===== src/rtl/target_compositor.sv =====
// Target/leaf/background pixel compositor with delayed VGA timing.
// Timing signals run through a SYNC_DELAY-stage delay line plus an output
// register; pixel inputs (which already lag timing by SYNC_DELAY) are muxed
// and registered once, so both leave aligned.
// Optional feature: define COMPOSITOR_FLASH_EN to enable the hit-triggered
// target flash (colour inversion for FLASH_FRAMES frames). Without it the
// FSM is absent, hit is ignored and flashing is tied low.
module target_compositor #(
  parameter int unsigned SYNC_DELAY   = 3,
  parameter int unsigned FLASH_FRAMES = 8
) (
  input  logic        clk,
  input  logic        reset,
  input  logic [10:0] hcount,
  input  logic [9:0]  vcount,
  input  logic        hsync,
  input  logic        vsync,
  input  logic        blank,
  input  logic [23:0] target_pixel,
  input  logic [23:0] leaf_pixel,
  input  logic [23:0] bg_pixel,
  input  logic        hit,
  output logic [23:0] vga_rgb,
  output logic        vga_hsync,
  output logic        vga_vsync,
  output logic        vga_blank,
  output logic        flashing
);

  // Delay-line stages; index SYNC_DELAY-1 is the oldest sample.
  logic [SYNC_DELAY-1:0] hs_dly;
  logic [SYNC_DELAY-1:0] vs_dly;
  logic [SYNC_DELAY-1:0] bl_dly;

  logic        dly_blank;
  logic        invert_target;
  logic [23:0] rgb_d;

  assign dly_blank = bl_dly[SYNC_DELAY-1];

  // Timing delay line; reset loads the inactive levels so no false vsync edge appears.
  always_ff @(posedge clk) begin
    if (reset) begin
      hs_dly <= '1;
      vs_dly <= '1;
      bl_dly <= '1;
    end else begin
      hs_dly[0] <= hsync;
      vs_dly[0] <= vsync;
      bl_dly[0] <= blank;
      for (int i = 1; i < SYNC_DELAY; i++) begin
        hs_dly[i] <= hs_dly[i-1];
        vs_dly[i] <= vs_dly[i-1];
        bl_dly[i] <= bl_dly[i-1];
      end
    end
  end

  // Layer priority mux: target over leaf over background, black while blanked.
  always_comb begin
    rgb_d = bg_pixel;
    if (leaf_pixel != 24'h000000) begin
      rgb_d = leaf_pixel;
    end
    if (target_pixel != 24'h000000) begin
      rgb_d = invert_target ? ~target_pixel : target_pixel;
    end
    if (dly_blank) begin
      rgb_d = 24'h000000;
    end
  end

  // Output register stage for timing and composited colour.
  always_ff @(posedge clk) begin
    if (reset) begin
      vga_rgb   <= 24'h000000;
      vga_hsync <= 1'b1;
      vga_vsync <= 1'b1;
      vga_blank <= 1'b1;
    end else begin
      vga_rgb   <= rgb_d;
      vga_hsync <= hs_dly[SYNC_DELAY-1];
      vga_vsync <= vs_dly[SYNC_DELAY-1];
      vga_blank <= dly_blank;
    end
  end

`ifdef COMPOSITOR_FLASH_EN

  typedef enum logic [0:0] {StIdle, StFlash} state_e;

  localparam int unsigned CntW = $clog2(FLASH_FRAMES + 1);
  localparam logic [CntW-1:0] CntLoad = CntW'(FLASH_FRAMES);

  state_e          state_q, state_d;
  logic [CntW-1:0] cnt_q, cnt_d;
  logic            frame_tick;
  logic            unused_timing;

  // vga_vsync holds the previous value of the last delay stage, so this is
  // a falling-edge compare against a register.
  assign frame_tick    = vga_vsync & ~vs_dly[SYNC_DELAY-1];
  assign invert_target = (state_q == StFlash);
  assign unused_timing = ^{hcount, vcount};

  // Flash FSM next state: hit loads/reloads the frame count, ticks count down.
  always_comb begin
    state_d = state_q;
    cnt_d   = cnt_q;
    case (state_q)
      StIdle: begin
        if (hit) begin
          cnt_d   = CntLoad;
          state_d = StFlash;
        end
      end
      StFlash: begin
        if (hit) begin
          cnt_d = CntLoad;
        end else if (frame_tick) begin
          if (cnt_q == CntW'(1)) begin
            cnt_d   = '0;
            state_d = StIdle;
          end else begin
            cnt_d = cnt_q - 1'b1;
          end
        end
      end
      default: begin
        cnt_d   = '0;
        state_d = StIdle;
      end
    endcase
  end

  // Flash FSM state, counter and registered flashing flag (tracks state exactly).
  always_ff @(posedge clk) begin
    if (reset) begin
      state_q  <= StIdle;
      cnt_q    <= '0;
      flashing <= 1'b0;
    end else begin
      state_q  <= state_d;
      cnt_q    <= cnt_d;
      flashing <= (state_d == StFlash);
    end
  end

`else

  logic unused_inputs;

  assign invert_target = 1'b0;
  assign flashing      = 1'b0;
  assign unused_inputs = ^{hcount, vcount, hit};

`endif

endmodule

===== config.mk =====
export PLATFORM = sky130hd
export DESIGN_NAME = target_compositor
export DESIGN_NICKNAME = d
export VERILOG_FILES = /design/src/rtl/target_compositor.sv
export SDC_FILE = /design/constraint.sdc
export NUM_CORES = 1
export LEC_CHECK = 0
export CAP_MARGIN = 5
export CORE_MARGIN = 8
export CORE_UTILIZATION = 30
export DETAILED_ROUTE_END_ITERATION = 10
export PLACE_DENSITY = 0.81
export REMOVE_ABC_BUFFERS = 1
export SLEW_MARGIN = 20
export SYNTH_ARGS = -nofsm -noshare
export SYNTH_HDL_FRONTEND = slang
export SYNTH_SLANG_ARGS = --single-unit
export TNS_END_PERCENT = 30

===== constraint.sdc =====
create_clock -name clk -period 1.8 [get_ports clk]
set_input_delay 0.27 -clock clk [delete_from_list [all_inputs] [get_ports clk]]
set_output_delay 0.27 -clock clk [all_outputs]
set_load 0.02 [all_outputs]

* Yosys cells after proc, flatten, opt, wreduce, memory -nomap -nowiden
Cells that the tools add are included.
** Storage, ports and cells
- Output and inout port bits :: 28
- Register bits :: 36
- Word-level logic and storage cells :: 12
- Bits of input ports :: 99
** Operators by class
- Mux-type cells :: 2
- Reduce and logical (&&, ||, !) cells :: 3
** Operators with widths (count)
- two-way mux 24 bit :: 2
- nonzero test 24 bit :: 2
- OR reduction 2 bit :: 1

* Longest topological paths before layout
- Word-level depth :: 3
- Gate-level depth with buffers :: 6
- Depth with buffers taken out :: 4

* Worst setup path before layout
OpenSTA, ideal clock, no wires.
- Path type :: in2reg
- Start :: input port leaf_pixel[7]
- End :: register vga_rgb[10]
- Path buffers :: 1
- Stages :: 5
- Slack :: 445 ps
- Required time :: 1731 ps
- Arrival time :: 1286 ps
- Cell sequence :: or4_4 nor2_8 buf_6 a31oi_1 o21ai_1
** Between the ends
- Cells in the longest elaborated chain, start to end :: 3
** Ends and longest elaborated chain
- from (decl) :: line 20 : input logic [23:0] leaf_pixel,
- nonzero test 24 bit :: line 62 : if (leaf_pixel != 24'h000000) begin
- two-way mux 24 bit :: line 62
- two-way mux 24 bit :: line 65 : if (target_pixel != 24'h000000) begin
- to (signal assigned) :: line 81 : vga_rgb <= rgb_d;
- to (decl) :: line 23 : output logic [23:0] vga_rgb,
Every way passes these cells.
A chain may end at the register's enable or synchronous reset.

* Worst setup path after layout
- Start :: input port leaf_pixel[14]
- End :: register vga_rgb[23]
The elaborated chain is that of the path after synthesis.

==> reports/qor.csv <==
metric,value,unit
crit-path max FO,9,
via count,1522,
layout cells sized above 1,13.8,%
largest net degree at the start of global routing,26,
vias per cell,4.86,
total negative slack,0,ns
startpoint type of the worst setup path,input pin,
most common library cell in the layout ignoring fill and taps,clkdlybuf4s50_1,
Antenna diodes,0,
RSZ-0062 raised after global routing,no,
type of the most critical hold path,reg -> reg,
average wire per standard cell,16.7,um
clk sinks,36,
Max Slew Vio Count,0,
DP Wirelength,4270,um
"Seq/Total Area, Yosys",52.5,%
synthesized flop and latch total,36,
WP data required,2.01,ns
H-tree Lvls,2,
f_max,601,MHz
combinational power share,15.9,%
worst-skew pair later-pin latency,0.28,ns
Critical Path Sink Type,flop,
Placer Congestion,0.812,
initial antenna violation count,0,
Final Critical Period,1.66,ns
worst hold path depth,1,
post-synth cell types,19,
worst hold slack,0.411,ns
fin worst setup slack,0.136,ns
worst IR drop on VDD,0.303,mV
GRT Overall Usage,14.6,%
Port Buffers,103,
# fillers,406,
Initial Util,31.3,%
max-cap violations,0,
Final setup violation count,0,
total CTS buffers,5,
clk slew on worst S/H paths,0.07,ns
total chip power,1.64,mW
Layout Nets,359,
starting DRC count in detailed routing,107,
"Arr. time, crit path",1.87,ns
Post-Synthesis Cells,149,
drt pass-1 iters,4,
CORE AREA,0.00438,sq mm
Hold Crit Start,bl_dly[0],
Setup Buffers After CTS,0,
clk root buf,clkbuf_8,
Mapped Area,0.00137,sq mm
reg-to-reg startpoint,bl_dly[2],
Cell Pwr Density,628,mW/mm^2
worst r2r path cells,5,
worst hold endpoint,bl_dly[1],
clock share of power,34.5,%
worst setup path start,leaf_pixel[14],
most frequent cells in the layout,"clkdlybuf4s50_1 (103), dfxtp_1 (36), a31oi_1 (24), nand2_1 (24), o21ai_1 (20)",
CTS tree,yes,
Final Util,59.5,%
die width,83.7,um
cell internal pwr,1.26,mW
die area,0.00700,sq mm
Worst Skew,0.00297,ns
Synth Area per Inst,9.22,sq um
Sw Ratio,22.9,%
Residual DRC,0,
Setup CP Type,in -> reg,
vias in the first global route,1641,
Seq pwr share,49.6,%
status,completed,
first-pass GRT wire length,8310,um
DIE HEIGHT,83.7,um
io pins,127,
static leakage power,0.957,nW
# rows,24,
final WL,5240,um
Sw Pwr,375,uW
Worst R2R Setup Slack,0.60,ns
global route total overflow,0,
R2R Path End,vga_rgb[2],
area grow syn2layout,90.0,%
pre-CTS WS,-0.216,ns
DRT antenna net count,0,
Clock Tree Buf Depth,2,
"Hold Vio Cnt, Final",0,
post-route clock period utilization,92.5,%
Syn. warnings,0,
## cell families after synthesis
family	share of synthesized area (%)
flip-flops	52.5
AO/OA/AOI/OAI	19.7
other	0.273
AND/OR/NAND/NOR	21.4
buffers and inverters	6.19
## final cells by class
type / instances / area [sq um] / share of cell area [%]
clock buffer: 5 / 68.8 / 2.64
clock inverter: 3 / 18.8 / 0.719
inverter: 1 / 3.75 / 0.144
multi-input combinational: 101 / 574 / 22.0
sequential: 36 / 721 / 27.6
tap: 52 / 65.1 / 2.49
timing repair buffer: 115 / 1160 / 44.4
## worst max-delay path: stages
cell,delay [ns]
clkdlybuf4s50_1,0.45
nor4_1,0.37
and4_1,0.32
buf_4,0.20
a31oi_1,0.10
o21ai_0,0.17
## stage by stage
stage / cell area [sq um] / instances
finish: 2610 / 313
floorplan: 1290 / 138
global route: 2610 / 313
CTS: 2600 / 313
detailed placement: 2520 / 305
global placement: 2520 / 305
## cell usage after synthesis
master | count | area [sq um]
a31oi_1 | 24 | 150
and4_1 | 2 | 17.5
clkbuf_1 | 5 | 18.8
clkbuf_8 | 2 | 27.5
o21ai_1 | 20 | 100
buf_6 | 2 | 22.5
o21ai_0 | 4 | 20.0
dfxtp_1 | 36 | 721
inv_1 | 1 | 3.75
buf_4 | 1 | 7.51
or2_2 | 11 | 68.8
nor2_8 | 1 | 20.0
nand4_1 | 1 | 6.26
nand2_1 | 24 | 90.1
or4_4 | 2 | 22.5
clkbuf_2 | 1 | 5.00
nor2_2 | 1 | 6.26
nor4_1 | 10 | 62.6
conb_1 | 1 | 3.75
## power groups by stage
stage / logic [mW] / registers (mW) / clock network (mW)
floorplan: 0.0375 / 0.840 / 0
CTS: 0.261 / 0.813 / 0.587
detailed placement: 0.260 / 0.832 / 0
finish: 0.261 / 0.813 / 0.565
global route: 0.279 / 0.814 / 0.619
global placement: 0.257 / 0.832 / 0
## timing repair
item                                    CTS  global route
hold buffers                              0             0
endpoints found under the setup margin    0             1
gates resized for setup                   0             1
## sequential cells by signal, indices dropped and copies added, names as in the netlist
| register | count |
|---|---|
| vga_hsync | 1 |
| vga_rgb | 24 |
| hs_dly | 3 |
| vga_blank | 1 |
| bl_dly | 3 |
| vs_dly | 3 |
| vga_vsync | 1 |
## per-layer routing
layer	share of wire [%]	vias to the layer above	track usage [%]
li1	-	768	-
met1	43	681	16.6
met2	48	66	24.5
met3	6.8	7	4.88
met4	1.8	0	5.34
met5	0	-	0
## worst max-delay path by stage
stage / slack (ns) / cells after the start / to
floorplan: -0.17 / 4 / vga_rgb[0]
global placement: -0.09 / 7 / vga_rgb[2]
detailed placement: -0.22 / 7 / vga_rgb[23]
CTS: 0.08 / 7 / vga_rgb[2]
global route: 0.04 / 7 / vga_rgb[2]
finish: 0.14 / 6 / vga_rgb[23]
No activity file was read; power rests on OpenSTA's default activity.
